[src/rtl/mult_div.sv]
// -----------------------------------------------------------------------------
// mult_div
//
// Iterative multiply/divide unit fed from the register file read ports.
// Executes MULTU, MULT, DIVU and DIV on a WIDTH-bit operand pair, one radix-2
// step per clock, and leaves the result in the HI/LO registers for write-back.
//
// Ports:
//   clk      clock, all state updates on the rising edge
//   reset    asynchronous active-high reset, clears all state
//   Start    operation request, sampled only while Busy=0
//   Op       00 MULTU, 01 MULT, 10 DIVU, 11 DIV (sampled with Start)
//   A        multiplicand / dividend
//   B        multiplier / divisor
//   Busy     high while an accepted operation is in progress
//   Done     one-cycle registered pulse, HI/LO/DivZero valid from this cycle
//   HI       product high word / remainder
//   LO       product low word / quotient
//   DivZero  last completed divide had a zero divisor
// -----------------------------------------------------------------------------
module mult_div #(
    parameter int WIDTH = 32
) (
    input  logic             clk,
    input  logic             reset,
    input  logic             Start,
    input  logic [1:0]       Op,
    input  logic [WIDTH-1:0] A,
    input  logic [WIDTH-1:0] B,
    output logic             Busy,
    output logic             Done,
    output logic [WIDTH-1:0] HI,
    output logic [WIDTH-1:0] LO,
    output logic             DivZero
);

    localparam int CNT_W = $clog2(WIDTH) + 1;

    typedef enum logic [1:0] {
        IDLE   = 2'd0,
        RUN    = 2'd1,
        FINISH = 2'd2
    } state_t;

    state_t               state, state_nxt;
    logic [1:0]           op_q;
    logic                 sign_a, sign_b;
    logic [WIDTH-1:0]     a_mag, b_mag;
    logic [CNT_W-1:0]     cnt;
    // Multiply: {partial product high, multiplier being shifted out}.
    // Divide:   {partial remainder, dividend shifting out / quotient shifting in}.
    logic [2*WIDTH-1:0]   acc;

    // Two's complement sign fix-up helpers.
    function automatic logic [WIDTH-1:0] fix_sign_w(input logic [WIDTH-1:0] v,
                                                    input logic neg);
        return neg ? -v : v;
    endfunction

    function automatic logic [2*WIDTH-1:0] fix_sign_2w(input logic [2*WIDTH-1:0] v,
                                                       input logic neg);
        return neg ? -v : v;
    endfunction

    logic signed [WIDTH-1:0] a_s, b_s;
    logic                    signed_op, neg_a, neg_b;
    logic [WIDTH:0]          mul_sum;
    logic [WIDTH:0]          rem_sh, rem_diff;
    logic [2*WIDTH-1:0]      mul_next, div_next, prod_fix;
    logic                    div_zero;

    always_comb begin
        a_s       = $signed(A);
        b_s       = $signed(B);
        signed_op = Op[0];
        neg_a     = signed_op && (a_s < 0);
        neg_b     = signed_op && (b_s < 0);

        // Shift-add: add the multiplicand when the current multiplier bit is set,
        // then shift the 33-bit sum back into the top of the accumulator.
        mul_sum  = {1'b0, acc[2*WIDTH-1:WIDTH]} + (acc[0] ? {1'b0, a_mag} : '0);
        mul_next = {mul_sum, acc[WIDTH-1:1]};

        // Restoring divide: trial-subtract the divisor from the shifted remainder;
        // a borrow means keep the old remainder and shift in a 0 quotient bit.
        rem_sh   = {acc[2*WIDTH-1:WIDTH], acc[WIDTH-1]};
        rem_diff = rem_sh - {1'b0, b_mag};
        div_next = rem_diff[WIDTH] ? {rem_sh[WIDTH-1:0],   acc[WIDTH-2:0], 1'b0}
                                   : {rem_diff[WIDTH-1:0], acc[WIDTH-2:0], 1'b1};

        prod_fix = fix_sign_2w(acc, sign_a ^ sign_b);
        div_zero = (b_mag == '0);
    end

    always_comb begin
        state_nxt = state;
        case (state)
            IDLE:    if (Start) state_nxt = RUN;
            RUN:     if (cnt == CNT_W'(WIDTH - 1)) state_nxt = FINISH;
            FINISH:  state_nxt = IDLE;
            default: state_nxt = IDLE;
        endcase
    end

    assign Busy = (state != IDLE);

    always_ff @(posedge clk or posedge reset) begin
        if (reset) begin
            state   <= IDLE;
            op_q    <= '0;
            sign_a  <= 1'b0;
            sign_b  <= 1'b0;
            a_mag   <= '0;
            b_mag   <= '0;
            cnt     <= '0;
            acc     <= '0;
            Done    <= 1'b0;
            HI      <= '0;
            LO      <= '0;
            DivZero <= 1'b0;
        end else begin
            state <= state_nxt;
            Done  <= 1'b0;
            case (state)
                // Accept: capture magnitudes and signs so A/B may change afterwards.
                IDLE: begin
                    if (Start) begin
                        op_q   <= Op;
                        sign_a <= neg_a;
                        sign_b <= neg_b;
                        a_mag  <= fix_sign_w(A, neg_a);
                        b_mag  <= fix_sign_w(B, neg_b);
                        cnt    <= '0;
                        acc    <= Op[1] ? {{WIDTH{1'b0}}, fix_sign_w(A, neg_a)}
                                        : {{WIDTH{1'b0}}, fix_sign_w(B, neg_b)};
                    end
                end
                // Iterate: one radix-2 step per cycle.
                RUN: begin
                    cnt <= cnt + 1'b1;
                    acc <= op_q[1] ? div_next : mul_next;
                end
                // Finish: sign fix-up and result write.
                FINISH: begin
                    Done <= 1'b1;
                    if (op_q[1]) begin
                        if (div_zero) begin
                            LO      <= '1;
                            HI      <= fix_sign_w(a_mag, sign_a);
                            DivZero <= 1'b1;
                        end else begin
                            LO      <= fix_sign_w(acc[WIDTH-1:0], sign_a ^ sign_b);
                            // Remainder follows the sign of the dividend.
                            HI      <= fix_sign_w(acc[2*WIDTH-1:WIDTH], sign_a);
                            DivZero <= 1'b0;
                        end
                    end else begin
                        LO      <= prod_fix[WIDTH-1:0];
                        HI      <= prod_fix[2*WIDTH-1:WIDTH];
                        DivZero <= 1'b0;
                    end
                end
                default: ;
            endcase
        end
    end

endmodule

[config.mk]
export PLATFORM = sky130hd
export DESIGN_NAME = mult_div
export DESIGN_NICKNAME = d
export VERILOG_FILES = /design/src/rtl/mult_div.sv
export SDC_FILE = /design/constraint.sdc
export NUM_CORES = 1
export LEC_CHECK = 0
export ABC_AREA = 1
export BUFFER_PORTS_ARGS = -buffer_cell sky130_fd_sc_hd__buf_2
export CORE_UTILIZATION = 40
export CTS_BUF_LIST = sky130_fd_sc_hd__clkbuf_2 sky130_fd_sc_hd__clkbuf_4 sky130_fd_sc_hd__clkbuf_8
export CTS_CLUSTER_DIAMETER = 150
export DETAILED_ROUTE_END_ITERATION = 8
export MAX_ROUTING_LAYER = met4
export PLACE_DENSITY = 0.54
export SLEW_MARGIN = 10
export SYNTH_ARGS = -nofsm -noshare
export SYNTH_HDL_FRONTEND = slang
export SYNTH_SLANG_ARGS = --single-unit
[constraint.sdc]
create_clock -name clk -period 8.7 [get_ports clk]
set_clock_uncertainty 0.2 [all_clocks]
set_input_delay 1.74 -clock clk [delete_from_list [all_inputs] [get_ports clk]]
set_output_delay 1.74 -clock clk [all_outputs]
set_load 0.02 [all_outputs]
Word level (Yosys, flattened, before mapping) --
Cells that the tools add are included. Widths: inputs -> output; s select.
Storage, ports and cells: flip-flop bits (word level) 206, bits in latches 0, RAM bits 0, bits in read-only memories 0, bits of input ports 69, output and inout port bits 67, word-level logic and storage cells 62, memories kept 0
Operators by class: add/subtract/negate cells 9, multiply operators 0, divide/modulo/power cells 0, order comparisons 2, equal/unequal tests 5, shift-type cells 0, mux-type cells 24, bitwise gates (word level) 1, reductions and logical operators 9
Operator list (number):
- $mux 32 | 11
- $mux 64 | 4
- $neg 32->32 | 5
- $pmux 64 s2 | 1
- $lt 32x1->1 const B | 2
- $neg 64->64 | 1
- $add 32x32->33 | 1
- $sub 33x32->33 | 1
- $logic_not 32->1 | 1
- $pmux 6 s2 | 1
- $add 6x1->6 const B | 1
- $eq 6x5->1 const B | 1
- $mux 6 | 1
- $reduce_and 2->1 | 3
- $mux 2 | 2
- $ne 2x2->1 const B | 2
- $pmux 2 s2 | 1
- $reduce_bool 2->1 | 2
- $mux 1 | 3
- $eq 2x1->1 const B | 1
- $eq 2x2->1 const B | 1
- $logic_and 1x1->1 | 2
- $logic_not 2->1 | 1
- $xor 1x1->1 | 1

Logic depth before layout (Yosys ltp) --
Gate-level depths: netlist (run 1).
depth in word-level cells 6, depth in mapped cells 20, mapped depth without buffers 18

Worst setup path before layout (run 1) --
Ideal clock, no wire load.
path kind input -> register, from input B[0], to register acc[20], library setup time 128 ps, arrival time 3005 ps, required time 8372 ps, setup slack 5367 ps, stages on the path 12, buffers on the path 0, path through inv_1 > ha_1 > nand3_1 > nor2_1 > nand2_1 > nor2_1 > nand3_1 > nand2_1 > xor2_1 > nand2_1 > nand3_1 > a21boi_0
On the way: cells in the longest elaborated chain, start to end 6, elaborated cells between the ends (all ways) 7, classes of those cells add/sub (1); order compare (1); mux (4); reduce/logical (1)
Ends and longest elaborated chain:
- start, declared | line 29 | input logic [WIDTH-1:0] B,
- $lt 32x1->1 | line 77 | neg_b = signed_op && (b_s < 0);
- $logic_and 1x1->1 | line 77
- $mux 32 * | line 57 | return neg ? -v : v;
- $mux 32 * | line 134 | acc <= Op[1] ? {{WIDTH{1'b0}}, fix_sign_w(A, neg_a)}
- $mux 64 * | line 127 | if (Start) begin
- $pmux 64 s2 * | line 124 | case (state)
- end signal, assigned | line 134
- end signal, assigned | line 141 | acc <= op_q[1] ? div_next : mul_next;
- end, declared | line 52 | logic [2*WIDTH-1:0] acc;
Mark *: on every way between the ends. The rest lies on a longest branch, timed or not. The select of a mux whose other input is x is not followed. A chain may end at the register's enable or synchronous reset.

Worst setup path in the final report (run 1) --
from input Op[0], to register acc[23]
On the way: cells in the longest elaborated chain, start to end 5, elaborated cells between the ends (all ways) 7, classes of those cells mux (5); reduce/logical (2)
Ends and longest elaborated chain:
- start, declared | line 27 | input logic [1:0] Op,
- $logic_and 1x1->1, on equally long branches | line 77, 76
- $mux 32 | line 57
- $mux 32 * | line 134
- $mux 64 * | line 127
- $pmux 64 s2 * | line 124
Marked as above.

==> flow_summary_export.csv, run 1 <==
group,metric,value,unit
run_status,status,"complete, no violations",
synth,synth.most_common_cell,"nand2_1",
setup_path,cp_cell_sequence,"buf_2 -> nand2_1 -> clkinv_1 -> nand2_1 -> xor2_1 -> inv_1 -> nand2_1 -> o211ai_1 -> a21boi_0",
sta,rsz0062_at_grt,"no",
synth,synth_edf_count,0,
cells_and_area,nNetsFinal,3689,
cells_and_area,final_util,0.446,
place,dpl_worst_slack,4.22,ns
synth,synth-main-ff-cell,"dfrtp_1",
global_route,grt_pass1_wl,132,mm
cts,clock_latency,0.64,ns
sta,final_max_slew_viol_count,0,
cells_and_area,ff_latch_area,5130,sq um
power,p_per_area,468,nW/um^2
synth,synthTopCellsByArea,"dfrtp_1 (25%), nand2_1 (21%), nand3_1 (8.7%), inv_1 (8.2%), nor2_1 (7.2%)",
cells_and_area,area_growth,10.4,%
sta,setup_violations,0,
setup_path,regToRegSetupSlack,5.12,ns
floorplanning,dieHeight,227,um
power,p_leak,11.9,nW
worst_hold_path,worstHoldStart,"cnt[5]",
synth,netlist.area_leader.share,0.253,
place,dp_hpwl,70.5,mm
cts,cts_tree,"built",
setup_path,r2r_end,"acc[61]",
cells_and_area,fill_cells,5553,
setup_path,critPathMaxStageDelay,0.81,ns
routing,dr.pass1.iters,6,
synth,synthSimpleGateAreaFrac,0.417,
synth,synth_top_family_by_area,"simple AND/OR/NAND/NOR gates",
global_route,grt_max_degree,98,
cts,postCtsSetupBuffers,0,
synth,synth_fa_ha_area_frac,0.0453,
cts,cts_max_path_buffers,3,
global_route,grt_usage,0.354,
setup_path,path_max_fanout,27,
synth,synth_compound_area_frac,0.133,
place,dp.cells,4177,
setup_path,ff2ff_path_depth,18,
synth,yosysWarnings,0,
floorplanning,num_rows,82,
synth,synth-xor-area-share,0.0406,
sta,max_slew_margin,0.330,
floorplanning,pin_count,136,
routing,drt_first_iter_violations,2232,
setup_path,end_kind,"flop",
cells_and_area,multi_input_area,12900,sq um
run,max_cap_violations,0,
setup_path,worstSetupPathType,"primary input to flop",
global_route,antenna_found_initial,0,
setup_path,slowest_stage,"clkinv_1",
synth,synthTopCellsByCount,"nand2_1 (1159), inv_1 (444), nor2_1 (390)",
sta,clock.fmax,256,MHz
sta,tightestPinTransition,0.995,ns
cts,clk_pin_slew,0.06,ns
floorplanning,core,50100,sq um
sta,finalCritPeriodShare,0.448,
cts,cts_made_buffers,41,
sta,period_minus_slack,3.90,ns
synth,netlist_area,20200,sq um
synth,muxShareOfSynthArea,0,
setup_path,crit_family,"buffers and inverters",
worst_hold_path,hold_path.class,"flop to flop",
place,portBuffers,135,
floorplanning,dieArea,51500,sq um
synth,syn-instance-count,3463,
setup_path,r2r_start,"acc[0]",
routing,drc,0,
power,peakVddDrop,0.242,mV
cts,cts_resized,0,
routing,ant_nets,0,
place,place_congestion,1.04,
sta,fin_setup_tns,0,ns
worst_hold_path,hold_path_depth,1,
setup_path,start_kind,"primary input",
floorplanning,start_util,0.404,
setup_path,worstPathRequired,9.05,ns
cells_and_area,diodes,0,
synth,async_flop_share,1.00,
cells_and_area,fin_cells,4248,
routing,wl_per_cell,20.9,um
cts,cts.sinks,205,
routing,via_count,23300,
setup_path,path_buf_inv,3,
synth,syn_nets,3604,
synth,yosys.cell_types.count,53,
setup_path,crit_arrival,4.25,ns
cells_and_area,drive_gt1_frac,0.0831,
synth,synth.ff_latch_count,205,
global_route,grt_pass1_vias,21500,
sta,setup_ws,4.80,ns
sta,finalHoldViolations,0,
cts,cts_root_buf,"clkbuf_8",
worst_hold_path,hold_end,"state[1]",
setup_path,crit_top_cell,"nand2_1",
floorplanning,die_x,227,um
synth,ys_seq_area_frac,0.253,
routing,vias_per_cell,5.47,
cts,htreeDepth,2,
cts,postCtsHoldBufs,0,
synth,synth_area_per_cell,5.84,sq um
synth,synth_top_area_cell,"dfrtp_1",
global_route,grt_overflow_total,0,
routing,drt-total-wl,88.9,mm
## sequential cells by signal (all words and copies together), names as in the netlist
signal and flops:
sign_a 1, b_mag 32, sign_b 1, DivZero 1, a_mag 32, state 2
cnt 6, HI 32, Done 1, op_q 1, LO 32, acc 64
## cell usage in the layout (no fill, tap or decap), drive strengths merged, types with 4 or more instances in the layout
cell type	n
a21boi	13
a21oi	158
a22oi	9
a31oi	37
and2	4
and3	4
buf	160
clkbuf	59
clkinv	10
dfrtp	205
ha	70
inv	453
nand2	1174
nand3	354
nand3b	18
nand4	39
nor2	405
nor3	19
o211ai	9
o21ai	228
o21bai	10
o22ai	13
o31ai	4
or2	10
xnor2	12
xor2	81
## report_power, final
group          total, W  switching, W  internal, W  leakage [nW]
sequential      0.00214      0.000718      0.00142          2.57
combinational   0.00719       0.00494      0.00225          8.86
clock           0.00113      0.000501     0.000627         0.473
total            0.0105       0.00616      0.00430          11.9
## worst max path at each step
stage	from	to	slack, ns	cells past startpoint
2_1_floorplan	reset	DivZero	1.16	1
3_3_place_gp	Op[0]	acc[23]	4.30	9
3_5_place_dp	Op[0]	acc[23]	4.22	9
4_1_cts	Op[0]	acc[23]	4.90	9
5_1_grt	Op[0]	acc[23]	4.65	9
6_report	Op[0]	acc[23]	4.80	9
## layer usage
metal	global-route usage	wire length (um)	vias up
li1	-	-	11200
met1	0.468	39500	10900
met2	0.534	38800	924
met3	0.0525	6200	183
met4	0.161	4440	0
met5	-	0	-
## cell families after synthesis
family | after synthesis
xor gates and xnor gates | 93
AOI/OAI and AO/OA | 492
buffers and inverters | 572
adders and majority gates | 72
and+or+nand+nor | 2029
DFF | 205
## through the flow
stage	power [W]	instance area, sq um	hold slack (ns)
6_report	0.0105	22300	0.246
5_1_grt	0.0114	22300	0.273
4_1_cts	0.0104	22300	0.251
3_5_place_dp	0.00920	21400	0.244
3_3_place_gp	0.00917	21400	0.235
2_1_floorplan	0.00690	20200	0.210
## area by class of cell
cell class	instances	share of cell area
clock buffers	59	0.0341
clock inverters	12	0.00599
inverters	454	0.0766
multi-input cells	2686	0.577
flip-flops and latches	205	0.230
well taps	672	0.0376
repair buffers	160	0.0386
Power figures use the tool's default switching activity.
==> run 2: changes to the inputs <==
Settings changed: PLACE_DENSITY 0.54 to 0.56.
Clock period 8.7 ns to 3.29 ns, I/O delays scaled along.
==> flow_summary_export.csv, run 2 (synthesis gave the netlist of run 1 again) <==
group,metric,value,unit
sta,max_slew_margin,0.308,
routing,wl_per_cell,21.5,um
floorplanning,pin_count,136,
setup_path,end_kind,"flop",
cts,cts_resized,0,
power,internal_power,0.0119,W
global_route,antenna_found_initial,1,
setup_path,start_kind,"flop",
place,dpl_worst_slack,0.141,ns
cells_and_area,final_common_cell,"nand2_1",
sta,finalHoldViolations,0,
routing,drt-total-wl,92.8,mm
routing,drt_first_iter_violations,2705,
routing,ant_nets,0,
sta,hold_slack,0.138,ns
routing,vias_per_cell,5.56,
routing,dr.pass1.iters,6,
place,place_congestion,1.04,
cts,cts_root_buf,"clkbuf_8",
sta,clock.fmax,330,MHz
cts,cts_made_buffers,41,
place,portBuffers,135,
power,p_leak,12.3,nW
routing,via_count,24000,
cells_and_area,fill_cells,5540,
power,p_per_area,1250,nW/um^2
sta,rsz0062_at_grt,"no",
power,p_switching,0.0169,W
setup_path,worstSetupPathType,"flop to flop",
setup_path,path_max_fanout,13,
sta,period_minus_slack,3.03,ns
cts,cts_tree,"built",
power,switching_share,0.586,
cells_and_area,final_cell_mix,"nand2_1 (1159), inv_1 (441), nor2_1 (388)",
cells_and_area,drive_gt1_frac,0.102,
cells_and_area,area_growth,13.6,%
worst_hold_path,hold_path.class,"primary input to flop",
cts,htreeDepth,2,
cells_and_area,nNetsFinal,3765,
run_status,status,"complete, no violations",
cts,cts_max_path_buffers,3,
power,clkPwrFrac,0.100,
global_route,grt_max_degree,92,
cells_and_area,diodes,0,
floorplanning,core,50100,sq um
run,max_cap_violations,0,
place,dp_hpwl,75.5,mm
floorplanning,start_util,0.404,
power,peakVddDrop,0.800,mV
global_route,grt_overflow_total,0,
setup_path,worstPathRequired,3.58,ns
setup_path,crit_arrival,3.32,ns
floorplanning,die_x,227,um
power,p_comb_frac,0.723,
global_route,grt_pass1_vias,21900,
sta,setup_ws,0.258,ns
floorplanning,dieHeight,227,um
cells_and_area,largest_register_ffs,64,
floorplanning,dieArea,51500,sq um
cts,clk_pin_slew,0.07,ns
global_route,grt_pass1_wl,137,mm
global_route,grt_usage,0.371,
sta,setup_violations,0,
routing,drc,0,
floorplanning,num_rows,82,
cts,clock_latency,0.63,ns
sta,final_max_slew_viol_count,0,
cells_and_area,regMostFlops,"acc",
cts,cts.sinks,205,
sta,finalCritPeriodShare,0.922,
cts,postCtsSetupBuffers,0,
power,seqPwrFrac,0.178,
sta,tightestPinTransition,1.04,ns
## run 2: final cells by class
type / instances / area [sq um] / share of cell area
sequential: 205 / 5130 / 0.223
timing repair buffer: 236 / 1550 / 0.0674
inverter: 454 / 1710 / 0.0743
clock inverter: 9 / 93.8 / 0.00408
tap: 672 / 841 / 0.0366
multi-input combinational: 2686 / 12900 / 0.561
clock buffer: 61 / 764 / 0.0333
## run 2: worst paths after layout
| kind | end | start | depth (start not counted) | slack, ns |
|---|---|---|---|---|
| hold / removal | b_mag[18] | B[18] | 3 | 0.14 |
| setup reg to reg | acc[59] | acc[31] | 18 | 0.26 |
| max in group asynchronous | b_mag[23] | reset | 4 | 1.78 |
| hold reg to reg | state[1] | cnt[5] | 1 | 0.24 |
| min in group asynchronous | HI[26] | reset | 3 | 0.40 |
| setup / recovery | acc[59] | acc[31] | 18 | 0.26 |
## run 2: routing by layer
layer | wire [um] | GRT usage | vias up | part of all wire
li1 | - | - | 11400 | -
met1 | 42500 | 0.522 | 11500 | 0.46
met2 | 39900 | 0.545 | 1031 | 0.43
met3 | 7560 | 0.0521 | 136 | 0.081
met4 | 2860 | 0.114 | 0 | 0.031
met5 | 0 | - | - | 0
## run 2: timing repair
item                                    4_1_cts  5_1_grt
hold endpoints to repair                      7        0
hold buffers                                  1        0
endpoints found under the setup margin        0        0
## run 2: stage by stage
step	utilization	total power (W)	setup TNS [ns]	cells	instance area, sq um
finish	0.459	0.0288	0	4323	23000
global route	0.459	0.0312	0	4323	23000
CTS	0.459	0.0284	0	4323	23000
detailed placement	0.442	0.0255	0	4252	22100
global placement	0.442	0.0254	0	4252	22100
floorplan	-	0.0182	-46.39	3463	20200
## run 2: critical path: stages (launching register included)
cell and delay [ns]:
dfrtp_1 0.37, inv_1 0.15, ha_1 0.24, fa_1 0.39
inv_1 0.09, nand2_1 0.07, nand2_1 0.10, nand3_1 0.10
nand2_2 0.12, nand2_1 0.08, nand2_2 0.10, nand2_2 0.08
nand3_1 0.15, nand2_4 0.16, buf_12 0.18, nand3_1 0.07
nand3_1 0.08, nand2_1 0.09, nand2_1 0.06
## run 2: power by group through the flow
stage          Clock (W)  Sequential [W]  Combinational (W)
3_3_place_gp           0         0.00511             0.0203
6_report         0.00287         0.00513             0.0208
2_1_floorplan          0         0.00512             0.0131
4_1_cts          0.00292         0.00510             0.0204
5_1_grt          0.00302         0.00524             0.0229
3_5_place_dp           0         0.00513             0.0203
